`config.mk`:
```
export PLATFORM = sky130hd
export DESIGN_NAME = ex_mem_pipe_reg
export DESIGN_NICKNAME = d
export VERILOG_FILES = /design/src/rtl/ex_mem_pipe_reg.sv
export SDC_FILE = /design/constraint.sdc
export NUM_CORES = 1
export LEC_CHECK = 0
export BUFFER_PORTS_ARGS = -buffer_cell sky130_fd_sc_hd__clkbuf_2
export CAP_MARGIN = 20
export CORE_MARGIN = 2
export CORE_UTILIZATION = 50
export CTS_CLUSTER_SIZE = 12
export DETAILED_ROUTE_END_ITERATION = 10
export PLACE_DENSITY = 0.73
export SYNTH_ARGS = -nofsm -noshare
export SYNTH_HDL_FRONTEND = slang
export SYNTH_SLANG_ARGS = --single-unit
```
`constraint.sdc`:
```
create_clock -name clock -period 8.9 [get_ports clock]
set_clock_uncertainty 0.05 [all_clocks]
set_input_delay 1.78 -clock clock [delete_from_list [all_inputs] [get_ports clock]]
set_output_delay 1.78 -clock clock [all_outputs]
set_load 0.01 [all_outputs]
```
`src/rtl/ex_mem_pipe_reg.sv`:
```
// EX/MEM pipeline register with a one-entry skid buffer.
// The head entry drives mem_* directly from flops. The skid entry catches
// one extra bundle when MEM stalls. A saturating counter records stall
// cycles.
module ex_mem_pipe_reg #(
   parameter int unsigned DATA_W = 32,
   parameter int unsigned ADDR_W = 32,
   parameter int unsigned REG_W  = 5,
   parameter int unsigned CNT_W  = 16
) (
   input  logic              clock,
   input  logic              reset,
   input  logic              ex_valid,
   output logic              ex_ready,
   input  logic [DATA_W-1:0] ex_result,
   input  logic [ADDR_W-1:0] ex_addr,
   input  logic [DATA_W-1:0] ex_store_data,
   input  logic [REG_W-1:0]  ex_rd,
   input  logic              ex_mem_write,
   input  logic              ex_reg_write,
   input  logic              flush,
   input  logic              mem_ready,
   output logic              mem_valid,
   output logic [DATA_W-1:0] mem_result,
   output logic [ADDR_W-1:0] mem_addr,
   output logic [DATA_W-1:0] mem_store_data,
   output logic [REG_W-1:0]  mem_rd,
   output logic              mem_mem_write,
   output logic              mem_reg_write,
   output logic [1:0]        occupancy,
   output logic [CNT_W-1:0]  stall_count
);

   typedef struct packed {
      logic [DATA_W-1:0] result;
      logic [ADDR_W-1:0] addr;
      logic [DATA_W-1:0] store_data;
      logic [REG_W-1:0]  rd;
      logic              mem_write;
      logic              reg_write;
   } payload_t;

   typedef enum logic [1:0] {
      EMPTY = 2'd0,
      ONE   = 2'd1,
      FULL  = 2'd2
   } state_t;

   state_t            state_q, state_d;
   payload_t          head_q, head_d;
   payload_t          skid_q, skid_d;
   logic [CNT_W-1:0]  stall_q, stall_d;
   payload_t          ex_pl;
   logic              accept;
   logic              deliver;

   // Handshake flags derived straight from the state flop
   assign ex_ready  = (state_q != FULL);
   assign mem_valid = (state_q != EMPTY);
   assign occupancy = 2'(state_q);
   assign accept    = ex_valid && ex_ready;
   assign deliver   = mem_valid && mem_ready;

   assign ex_pl = '{result:     ex_result,
                    addr:       ex_addr,
                    store_data: ex_store_data,
                    rd:         ex_rd,
                    mem_write:  ex_mem_write,
                    reg_write:  ex_reg_write};

   // Next-state, payload movement and stall counter
   always_comb begin
      state_d = state_q;
      head_d  = head_q;
      skid_d  = skid_q;
      stall_d = stall_q;

      if (flush) begin
         // Kill only the side-effect flags so a killed head can do no harm
         state_d          = EMPTY;
         head_d.mem_write = 1'b0;
         head_d.reg_write = 1'b0;
      end else begin
         unique case (state_q)
            EMPTY: begin
               if (accept) begin
                  state_d = ONE;
                  head_d  = ex_pl;
               end
            end
            ONE: begin
               if (accept && deliver) begin
                  head_d = ex_pl;
               end else if (accept) begin
                  state_d = FULL;
                  skid_d  = ex_pl;
               end else if (deliver) begin
                  state_d = EMPTY;
               end
            end
            FULL: begin
               if (deliver) begin
                  state_d = ONE;
                  head_d  = skid_q;
               end
            end
            default: state_d = EMPTY;
         endcase
      end

      if (mem_valid && !mem_ready && !flush && (stall_q != {CNT_W{1'b1}})) begin
         stall_d = stall_q + CNT_W'(1);
      end
   end

   // State and payload registers with asynchronous clear
   always_ff @(posedge clock or posedge reset) begin
      if (reset) begin
         state_q <= EMPTY;
         head_q  <= '0;
         skid_q  <= '0;
         stall_q <= '0;
      end else begin
         state_q <= state_d;
         head_q  <= head_d;
         skid_q  <= skid_d;
         stall_q <= stall_d;
      end
   end

   assign mem_result     = head_q.result;
   assign mem_addr       = head_q.addr;
   assign mem_store_data = head_q.store_data;
   assign mem_rd         = head_q.rd;
   assign mem_mem_write  = head_q.mem_write;
   assign mem_reg_write  = head_q.reg_write;
   assign stall_count    = stall_q;

endmodule

```
======== Word-level counts from Yosys, hierarchy flattened ========
Cells that the tools add are included.
cells by class
  add/subtract/negate cells ............... 1
  eq/ne operators ......................... 12
  mux-type cells .......................... 12
  bitwise gates (word level) .............. 2
  reduce and logical (&&, ||, !) cells .... 16
operators with widths
  kind                   number
  $mux 103               3
  $pmux 103 s3           1
  $add 16x1->16 const B  1
  $ne 16x16->1 const B   1
  $mux 2                 7
  $ne 3x3->1 const B     4
  $reduce_and 4->1       3
  $ne 2x2->1 const B     4
  $logic_and 1x1->1      6
  $pmux 2 s3             1
  $reduce_and 5->1       1
  $ne 4x4->1 const B     1
  $reduce_bool 4->1      1
  $reduce_bool 3->1      1
  $eq 2x1->1 const B     1
  $eq 2x2->1 const B     1
  $logic_not 1->1        2
  $logic_not 2->1        1
  $not 1->1              2
  $reduce_bool 2->1      1
storage, ports and cells
  flip-flop bits (word level) ............. 224
  output and inout bits ................... 123
  logic and storage cells ................. 57

======== Longest topological paths before layout ========
  depth after elaboration ................. 7
  gate-level depth with buffers ........... 7
  gate-level depth less buffers ........... 6

======== Least setup slack after synthesis ========
OpenSTA, ideal clock, no wires.
  kind .................................... register to output
  start point ............................. reg state_q[0], in the netlist occupancy[0]
  end point ............................... out ex_ready
  arrival time ............................ 1.084 ns
  data required time ...................... 7.070 ns
  path slack .............................. 5.986 ns
  stages on the path, launching flop included .. 5
  path through ............................ dfrtp_1 > nand2b_1 > buf_2 > buf_4 > buf_4
on the way
  cells in the longest elaborated chain, start to end .. 1
ends and longest elaborated chain
  what                      line  source
  start: declaration        49    state_t state_q, state_d;
  start signal: assignment  124   state_q <= state_d;
  $ne 2x2->1                58    assign ex_ready = (state_q != FULL);
  end: declaration          14    output logic ex_ready,
No other way between the ends.

======== Final worst setup path ========
Ends and elaborated chain as after synthesis.

==> run metrics <==
setup TNS 0 ps; via count about 6,300; syn nets 852; power per cell area 248 mW/mm^2; CTS Root Cell clkbuf_16; Hold WS ~440 ps; EDFF count, synth 0; initial antenna violation count 0; fmax 0.259 GHz; I/O Pins 231; Synth Register Bits 224; Final min period 3860 ps; main flop type after synthesis dfrtp_1; status finished clean; slowest cell on the critical path nand2b_4; half-perimeter wire length after placement 12,700 um; Setup CP Type reg -> out; worst path buffer plus inverter count 1; RSZ-0062 raised after global routing no; Mapped Cells 743; ys async rst share 1.00; Pleak between 6 and 7 nW; die width 143 um; max cap viols 0; # diodes 0; port bufs 230; hold_buf cts 0; NumNets Final ~1,100; Design Power 2.89 mW; Yosys warnings 0; Longest Clk Path Bufs 3; Synth cell types 31; Inserted Clock Buffers 24; Setup crit end kind output pin; Area Overhead vs Synth 20.3%; first-pass GRT wire length 31,900 um; Reg clk slew, reported paths 60 ps; r2r startpoint occupancy[0]$_DFFE_PP0P_; count leader, synth dfrtp_1; CTS H-tree lvls 1; # fillers 1,551; top cells by area, synth dfrtp_1, mux2i_1, mux2_4; Starting Density 0.514; Die Y 143 um; largest net degree at the start of global routing 147; Critical Path, Cell by Cell nand2b_4, clkbuf_2; layout cell share with drive strength beyond 1 0.393; GPL Wtd Cong 0.809; Synth Area per Inst 13.1 um^2; worst setup path start occupancy[0]$_DFFE_PP0P_; Largest stage delay, worst path ~790 ps; DRC viols 0; VDD IR max 195 uV; cells resized by post-CTS repair 0; Synth top cells by count dfrtp_1, nor2_1, a21oi_1, mux2i_1, mux2_4; clk sinks 224; total grt overflow 0; initial DRC count approximately 210; total die area around 0.021 mm^2; Detailed Route WL 20,000 um; Worst EP arrival 2030 ps; Rows 50; CP max FO 50; post-CTS setup buffers 0; cell taking the most area after synthesis dfrtp_1; min-delay src stall_count[15]$_DFFE_PP0P_; CTS tree done; post-synthesis sequential area ratio 0.577; post-synth top area share 0.577; Max-slew headroom 0.326; Final Hold Vio Count 0; All-Layer GR Usage 0.193; post-route ant nets 0; TritonRoute pass-1 iters 5; CP required slightly above 7000 ps; vias in the first global route 6,355; worst hold path type reg -> reg; synthesized cell area 0.00971 mm^2; Final period util 0.434; later-pin clock latency in the skew report 500 ps; CORE AREA 0.0189 mm^2; Largest delay share family, worst path simple AND/OR/NAND/NOR gates; crit start category flip-flop; Setup-failing EPs final 0; actual slew at the worst max-slew pin around 1000 ps; DR WL/cell 16.2 um; fin. max-slew vios 0; vias per inst 5.12
==> per-layer routing <==
metal | vias to the layer above | share of wire | global-route usage
li1 | 3024 | - | -
met1 | 3100 | 0.43 | 0.248
met2 | 161 | 0.49 | 0.329
met3 | 27 | 0.059 | 0.0487
met4 | 0 | 0.021 | 0.0449
met5 | - | 0 | 0
==> cells by family after synthesis <==
group,after synthesis,share of synthesized area
DFF,224,0.577
xor gates and xnor gates,15,0.0135
muxes,208,0.251
and+or+nand+nor,140,0.0625
adders and majority gates,1,0.00129
buffers and inverters,47,0.0376
AOI/OAI and AO/OA,108,0.0575
==> path summary, 6_finish.rpt <==
| check | to | slack (ps) | cells after the start |
|---|---|---|---|
| setup reg to reg | mem_store_data[4]$_DFFE_PP0P_ | 6060 | 4 |
| hold reg to reg | stall_count[15]$_DFFE_PP0P_ | 440 | 1 |
| hold / removal | stall_count[15]$_DFFE_PP0P_ | 440 | 1 |
| setup / recovery | ex_ready | 5040 | 2 |
| max in group asynchronous | mem_rd[3]$_DFFE_PP0P_ | 5820 | 4 |
| min in group asynchronous | mem_store_data[6]$_DFFE_PP0P_ | 1220 | 2 |
==> power by group <==
| part | switching (mW) | internal (mW) |
|---|---|---|
| Combinational | 0.250 | 0.299 |
| Clock | 0.380 | 0.578 |
| Sequential | 0.134 | 1.25 |
==> stage by stage <==
stage	utilization	setup slack [ps]	instance area, um^2	cells
2_1_floorplan	-	936	9710	743
3_3_place_gp	0.577	5110	10900	1193
3_5_place_dp	0.577	5060	10900	1193
4_1_cts	0.617	4980	11700	1232
5_1_grt	0.618	4890	11700	1233
6_report	0.618	5040	11700	1233
==> cells in the final DEF, fill, tap and decap left out, types with 7 or more instances in the layout <==
cell type / instances
clkbuf_2: 230
dfrtp_1: 224
nor2_1: 109
mux2i_1: 104
a21oi_1: 104
mux2_4: 59
mux2_2: 45
clkbuf_16: 25
xnor2_1: 8
xor2_1: 7
==> worst reg2reg max path, delay by kind of cell, from the launching register on <==
kind                   cells  cell delay [ps]
AOI/OAI and AO/OA          1              100
buffers and inverters      1              890
DFF                        1              480
muxes                      1              360
and+or+nand+nor            1              790
==> state kept, by name (all words and copies together) (netlist names) <==
register / flops
mem_result: 32
mem_rd: 5
mem_store_data: 32
mem_reg_write: 1
mem_addr: 32
skid_q: 103
mem_mem_write: 1
stall_count: 16
occupancy: 2
==> area by class of cell <==
class                           count  area (um^2)  share of cell area
Sequential cell                   224         5610               0.480
Multi-Input combinational cell    472         3760               0.322
Timing Repair Buffer              237         1220               0.105
Clock buffer                       35          713              0.0610
Inverter                            1         11.3            0.000964
Clock inverter                      4         45.0             0.00386
Tap cell                          260          325              0.0278
Power figures use the tool's default switching activity.
